==> config.mk <==
export PLATFORM = sky130hd
export DESIGN_NAME = address_counter
export DESIGN_NICKNAME = d
export VERILOG_FILES = /design/src/rtl/address_counter.sv
export SDC_FILE = /design/constraint.sdc
export NUM_CORES = 1
export LEC_CHECK = 0
export BUFFER_PORTS_ARGS = -buffer_cell sky130_fd_sc_hd__buf_2
export CAP_MARGIN = 20
export CORE_UTILIZATION = 58
export DETAILED_ROUTE_END_ITERATION = 7
export GPL_ROUTABILITY_DRIVEN = 0
export MAX_ROUTING_LAYER = met4
export PLACE_DENSITY = 0.88
export SYNTH_ARGS = -nofsm -noshare
export SYNTH_HDL_FRONTEND = slang
export SYNTH_SLANG_ARGS = --single-unit
==> constraint.sdc <==
create_clock -name clk -period 2.8 [get_ports clk]
set_input_delay 0.14 -clock clk [delete_from_list [all_inputs] [get_ports clk]]
set_output_delay 0.14 -clock clk [all_outputs]
set_load 0.01 [all_outputs]
==> src/rtl/address_counter.sv <==
// ---------------------------------------------------------------------------
// address_counter
// Sequential raw test-address source for one march element. Sweeps the
// address up (0..ADDR_MAX) or down (ADDR_MAX..0), one address per accepted
// step, flags the end address and pulses done when the element completes.
// Feeds address_generator directly (tas_out -> tas_in, updwn_out -> updwn_in).
// ---------------------------------------------------------------------------
module address_counter #(
   parameter int              tasw     = 8,
   parameter logic [tasw-1:0] ADDR_MAX = {tasw{1'b1}}
) (
   input  logic            clk,
   input  logic            rst_n,
   input  logic            start_in,
   input  logic            updwn_in,
   input  logic            step_in,
   input  logic            abort_in,
   output logic [tasw-1:0] tas_out,
   output logic            updwn_out,
   output logic            busy_out,
   output logic            last_out,
   output logic            done_out
);

   // Direction encoding shared with address_generator
   localparam logic ADDR_UP   = 1'b0;
   localparam logic ADDR_DOWN = 1'b1;

   typedef enum logic [1:0] {
      ST_IDLE = 2'd0,
      ST_RUN  = 2'd1,
      ST_DONE = 2'd2
   } state_t;

   state_t            state_r;
   state_t            state_s;
   logic [tasw-1:0]   tas_r;
   logic [tasw-1:0]   tas_s;
   logic              updwn_r;
   logic              updwn_s;
   logic [tasw-1:0]   end_addr_s;
   logic              last_s;

   // Sweep end address depends on the latched direction
   assign end_addr_s = (updwn_r == ADDR_DOWN) ? {tasw{1'b0}} : ADDR_MAX;

   // The last address is decoded straight from the registers so it carries no extra latency
   assign last_s = (state_r == ST_RUN) && (tas_r == end_addr_s);

   // State, address and direction registers with asynchronous reset
   always_ff @(posedge clk or negedge rst_n) begin
      if (!rst_n) begin
         state_r <= ST_IDLE;
         tas_r   <= {tasw{1'b0}};
         updwn_r <= ADDR_UP;
      end else begin
         state_r <= state_s;
         tas_r   <= tas_s;
         updwn_r <= updwn_s;
      end
   end

   // Next-state logic: start reload, abort > step > hold in RUN, one-cycle DONE
   always_comb begin
      state_s = state_r;
      tas_s   = tas_r;
      updwn_s = updwn_r;
      case (state_r)
         ST_IDLE: begin
            if (start_in) begin
               state_s = ST_RUN;
               updwn_s = updwn_in;
               tas_s   = (updwn_in == ADDR_DOWN) ? ADDR_MAX : {tasw{1'b0}};
            end else begin
               state_s = ST_IDLE;
            end
         end
         ST_RUN: begin
            if (abort_in) begin
               state_s = ST_IDLE;
               tas_s   = {tasw{1'b0}};
            end else if (step_in) begin
               if (last_s) begin
                  // End address reached: hold it and report completion
                  state_s = ST_DONE;
               end else if (updwn_r == ADDR_DOWN) begin
                  tas_s = tas_r - tasw'(1'b1);
               end else begin
                  tas_s = tas_r + tasw'(1'b1);
               end
            end else begin
               state_s = ST_RUN;
            end
         end
         ST_DONE: begin
            if (abort_in) begin
               // Pulse already given; just return to idle
               state_s = ST_IDLE;
               tas_s   = {tasw{1'b0}};
            end else if (start_in) begin
               // Back-to-back element without an idle gap
               state_s = ST_RUN;
               updwn_s = updwn_in;
               tas_s   = (updwn_in == ADDR_DOWN) ? ADDR_MAX : {tasw{1'b0}};
            end else begin
               state_s = ST_IDLE;
               tas_s   = {tasw{1'b0}};
            end
         end
         default: begin
            state_s = ST_IDLE;
            tas_s   = {tasw{1'b0}};
            updwn_s = ADDR_UP;
         end
      endcase
   end

   assign tas_out   = tas_r;
   assign updwn_out = updwn_r;
   assign busy_out  = (state_r == ST_RUN);
   assign last_out  = last_s;
   assign done_out  = (state_r == ST_DONE);

endmodule

==> results.tsv, run 1 <==
metric	value	unit
Setup WS pre-CTS	0.6566	ns
Worst R2R Start	updwn_out$_DFFE_PN0P_	
ys flop type	dfrtp_1	
n_diodes	0	
Clock Tree Buf Depth	2	
Max Fclk	442.3	MHz
Hold Crit Class	in -> reg	
Worst EP required	2.66	ns
GRT Util Overall	28.76	%
Final min period	2.261	ns
DR pass1 iterations	4	
Max Clock Skew	0.002524	ns
largest net degree at the start of global routing	14	
crit path max fanout	13	
vias per std cell	6.504	
Hold Crit Start	step_in	
unrepaired setup endpoints after global routing	false	
Yosys top cell area share	28.95	%
Final Cycle Share	80.75	%
setup bufs post-CTS	0	
DRC viols	0	
CP arrival	2.12	ns
final setup vio count	0	
post-route ant nets	0	
grt ovf	0	
Syn-to-layout area delta	12.63	%
Initial Utilization	62.40	%
layout cells sized above 1	24.39	%
PnR worst setup slack	0.5391	ns
Setup CP Type	reg -> out	
Max Cap Violations	0	
setup TNS	0	ns
FF+latch count, synth	11	
largest area contributor in the netlist	dfrtp_1	
pwr dens	947.2	nW/µm²
initial antenna violation count	0	
hold_ws	0.1304	ns
Worst Setup Start Kind	register	
Hold Violations, Final	0	
RR Endpoint	tas_out[7]$_DFFE_PN0P_	
syn_nets	117	
Mapped Cells	104	
cts hold-fix bufs	1	
worst vdd ir	0.0005688	V
die area	1805	µm²
clock slew at reported path FFs	0.08	ns
Yosys cell types	41	
Final nets	137	
Post-synth EDFFs	0	
H-tree levels	1	
Worst Tran Pin Value	0.4694	ns
cts bufs inserted	3	
hpwl dp	1.681	mm
Cell Rows	14	
Root Driver	clkbuf_4	
Synth async-reset ratio	100.0	%
number of global-route vias before repair	820	
placed cell area	1035	µm²
synthesized area	950.9	µm²
CP Capture Type	output port	
Leak	0.0005085	µW
Post-Route WL	2.308	mm
slew margin rel.	68.71	%
synth top area cells	dfrtp_1 29%, ha_1 7.9%, nand2_1 4.3%	
port bufs	17	
Critical Path Start	updwn_out$_DFFE_PN0P_	
die extent in y	42.49	µm
die width	42.49	µm
DR iter-0 viols	23	
post-CTS resize count	0	
Register-to-Register Path Depth	6	
run status	finished clean	
Non-Filler Instances	139	
clk sink count	11	
Worst-Skew Late Latency	0.27	ns
post-synthesis sequential area ratio	28.95	%
Ports	18	
CTS tree	yes	
crit path to	last_out	
synth warn	0	
first-pass GRT wire length	3.774	mm
final count of pins violating max slew	0	
drt wl/cell	16.60	µm
R2R setup slack	0.63	ns
post-route cell area	1071	µm²
syn avg cell area	9.143	µm²
core box area	1524	µm²
vias	904	
Placed Cells	134	
[synthesized netlist by cell type, types with 3 or more instances]
master,number
o21ai_1,4
nor2_1,8
ha_1,6
nor3b_1,3
a21oi_1,8
dfrtp_1,11
nand2_1,11
a211oi_1,3
nand2b_1,3
a22o_1,3
o31ai_1,3
o21ai_0,4
[cell usage in the layout, fill, tap and decap left out, drive strengths merged]
master       netlist  layout
a211o              1       1
o32ai              2       2
buf                3      17
a22o               3       3
nand2             11      11
o21a               2       2
or3b               2       2
dfrtp             11      11
ha                 6       6
and4               1       1
o31ai              3       3
a22oi              1       1
and3b              1       1
inv                2       2
clkbuf             0       4
dlygate4sd3        0       1
and2               1       1
a21o               3       3
o22ai              1       1
nor2               8       8
a21oi              9       9
o21ai              8       8
xor2               2       2
nor4               1       1
fa                 1       1
a211oi             4       4
xnor2              2       2
nor2b              2       2
nor3b              5       5
nand2b             3       3
a2bb2oi            2       2
o2111a             2       2
o31a               1       1
[report_power, final]
| part | switching, µW | internal, µW |
|---|---|---|
| Sequential | 76.8 | 210 |
| Combinational | 329 | 283 |
| Clock | 60.6 | 55.2 |
| Total | 466 | 548 |
[worst max-delay path: stages (launching register included)]
cell	delay, ns
dfrtp_1	0.56
ha_1	0.48
and4_1	0.25
o2111a_2	0.27
and2_2	0.15
buf_2	0.12
[cell type report]
cell class,instances,area [µm²]
Clock buffer,4,26.28
Inverter,2,7.507
Multi-Input combinational cell,88,646.9
Timing Repair Buffer,18,95.09
Tap cell,16,20.02
Fill cell,123,452.9
Sequential cell,11,275.3
[logic make-up (layout without fill, tap and decap cells)]
group / after synthesis / in the layout / share of synthesized area, %
flops: 11 / 11 / 28.95
buf+inv: 5 / 24 / 3.027
compound gates: 42 / 42 / 33.16
simple gates: 35 / 35 / 21.19
xor+xnor: 4 / 4 / 3.685
fa+ha+maj: 7 / 7 / 10.00
[metal layers]
| layer | up-vias | wire length [µm] | GRT usage, % |
|---|---|---|---|
| met5 | - | 0 | - |
| met1 | 433 | 1005 | 36.96 |
| met4 | 0 | 26 | 11.88 |
| li1 | 431 | - | - |
| met3 | 4 | 148 | 2.586 |
| met2 | 36 | 1128 | 46.46 |
[per-stage QoR]
step	util [%]	total power, µW
2_1_floorplan	-	729.2
3_3_place_gp	67.90	860.7
3_5_place_dp	67.90	891.0
4_1_cts	70.28	1007
5_1_grt	70.28	1084
6_report	70.28	1014
[registers in the layout, summed over array words and instances (netlist names)]
| signal | count |
|---|---|
| tas_out | 8 |
| state_r | 2 |
| updwn_out | 1 |
[worst min path at each step]
stage,endpoint,slack [ns],depth (start not counted)
after floorplan,state_r[0]$_DFFE_PN0P_,-0.16,0
after global placement,tas_out[1]$_DFFE_PN0P_,0.03,1
after detailed placement,tas_out[1]$_DFFE_PN0P_,0.03,1
after CTS,state_r[1]$_DFFE_PN0P_,0.13,3
after global routing,state_r[1]$_DFFE_PN0P_,0.15,3
final,state_r[1]$_DFFE_PN0P_,0.13,3
Note: power is estimated with default switching activity, not from simulation.
==> inputs of run 2 (changes only) <==
CORE_UTILIZATION = 54   (was 58)
PLACE_DENSITY = 0.83   (was 0.88)
clock period = 2.3 ns   (was 2.8 ns; I/O delays follow)
==> run 2 against run 1 <==
The flow now finishes with violations (DRC). Die area is 7.1% higher. Worst setup slack worse by 0.41 ns. Combinational power rose by 23%. Register-to-register slack got worse by 0.43 ns. Hold slack got worse by 0.021 ns. Via count decreased by 0.33%. Critical path type unchanged. Largest cell class unchanged.
==> results.tsv, run 2 (same netlist as run 1, synthesis figures left out) <==
metric	value	unit
run status	finished with violations	
failing checks	DRC	
initial antenna violation count	0	
Worst-Skew Late Latency	0.27	ns
pwr dens	1159	nW/µm²
crit path max fanout	13	
setup TNS	0	ns
DR iter-0 viols	20	
layout cells sized above 1	24.39	%
RR Endpoint	tas_out[7]$_DFFE_PN0P_	
drt wl/cell	15.81	µm
Total Power	1241	µW
Max Clock Skew	0.003543	ns
Clock Tree Buf Depth	2	
Post-Route WL	2.198	mm
max reg flops	8	
Worst Tran Pin Value	0.4434	ns
worst vdd ir	0.0007426	V
setup bufs post-CTS	0	
CP max stage cell	dfrtp_1	
die width	43.97	µm
Syn-to-layout area delta	12.63	%
hpwl dp	1.613	mm
largest net degree at the start of global routing	14	
final setup vio count	0	
Worst R2R Start	updwn_out$_DFFE_PN0P_	
hold_ws	0.1090	ns
Max Cap Violations	0	
core box area	1577	µm²
Ports	18	
vias per std cell	6.482	
CP max stage delay	0.55	ns
Register-to-Register Path Depth	6	
Hold Crit Class	in -> reg	
CTS tree	yes	
Cell Rows	14	
Worst Setup Start Kind	register	
Initial Utilization	60.32	%
grt ovf	0	
DR pass1 iterations	6	
clk sink count	11	
commonest non-fill, non-tap cell in the layout	buf_2	
clock slew at reported path FFs	0.08	ns
cts bufs inserted	3	
die area	1933	µm²
Root Driver	clkbuf_4	
vias	901	
Final nets	137	
slew margin rel.	70.38	%
fill count	120	
Final min period	2.173	ns
Placed Cells	134	
Hold Violations, Final	0	
post-CTS resize count	0	
CP arrival	2.06	ns
die extent in y	43.97	µm
CP Capture Type	output port	
Hold Crit Start	step_in	
final count of pins violating max slew	0	
first-pass GRT wire length	3.643	mm
Non-Filler Instances	139	
Worst EP required	2.18	ns
DRC viols	1	
CP Cell Sequence	ha_1 -> and4_1 -> o2111a_2 -> and2_2 -> buf_2	
Worst Hold Path EP	state_r[1]$_DFFE_PN0P_	
H-tree levels	1	
port bufs	17	
commonest cells after routing, fill and taps aside	17 x buf_2, 11 x nand2_1, 11 x dfrtp_1, 8 x nor2_1, 8 x a21oi_1	
number of global-route vias before repair	823	
unrepaired setup endpoints after global routing	false	
Leak	0.0005085	µW
post-route ant nets	0	
GRT Util Overall	26.25	%
R2R setup slack	0.20	ns
Max Fclk	460.2	MHz
n_diodes	0	
Final Cycle Share	94.48	%
Setup CP Type	reg -> out	
Worst Hold Depth	3	
-- run 2: cell counts in the layout (fill, tap and decap cells not counted) --
No cell type changed its count.
-- run 2: layout make-up --
| type | instances | area (µm²) | share of cell area, % |
|---|---|---|---|
| Tap cell | 16 | 20.02 | 1.869 |
| Clock buffer | 4 | 26.28 | 2.453 |
| Multi-Input combinational cell | 88 | 646.9 | 60.40 |
| Timing Repair Buffer | 18 | 95.09 | 8.878 |
| Inverter | 2 | 7.507 | 0.7009 |
| Sequential cell | 11 | 275.3 | 25.70 |
-- run 2: routing by layer --
layer	global-route usage, %	share of wire [%]	up-vias	wire length [µm]
met5	-	0	-	0
met4	6.667	1.6	0	36
met3	3.750	6.8	4	149
met2	38.81	45	41	986
met1	37.89	47	419	1026
li1	-	-	437	-
-- run 2: stage by stage --
| step | instance area (µm²) | util (%) | setup slack (ns) |
|---|---|---|---|
| 2_1_floorplan | 950.9 | - | 0.3931 |
| 3_3_place_gp | 1035 | 65.63 | 0.3057 |
| 3_5_place_dp | 1035 | 65.63 | 0.2399 |
| 4_1_cts | 1071 | 67.94 | 0.1390 |
| 5_1_grt | 1071 | 67.94 | 0.02408 |
| 6_report | 1071 | 67.94 | 0.1270 |
-- run 2: how the worst max path moves through the flow --
stage / start / end / cells after the start
2_1_floorplan: updwn_out$_DFFE_PN0P_ / tas_out[7]$_DFFE_PN0P_ / 6
3_3_place_gp: updwn_out$_DFFE_PN0P_ / tas_out[7]$_DFFE_PN0P_ / 6
3_5_place_dp: updwn_out$_DFFE_PN0P_ / tas_out[7]$_DFFE_PN0P_ / 6
4_1_cts: updwn_out$_DFFE_PN0P_ / last_out / 5
5_1_grt: updwn_out$_DFFE_PN0P_ / last_out / 5
6_report: updwn_out$_DFFE_PN0P_ / last_out / 5
-- run 2: report_power, final --
group | internal (µW) | switching (µW) | total (µW)
Combinational | 344 | 408 | 752
Clock | 67.2 | 73.4 | 141
Sequential | 255 | 93.7 | 349
Total | 667 | 575 | 1240
-- run 2: timing repair --
action                                 in CTS  in global routing
hold buffers                                1                  0
endpoints found under the hold margin      11                  0
setup endpoints to repair                   0                  0
-- run 2: worst max-delay path, delay by kind of cell, from the launching register on --
family / cells / cell delay (ns)
compound gates: 1 / 0.27
fa+ha+maj: 1 / 0.47
buf+inv: 1 / 0.12
flops: 1 / 0.55
simple gates: 2 / 0.39
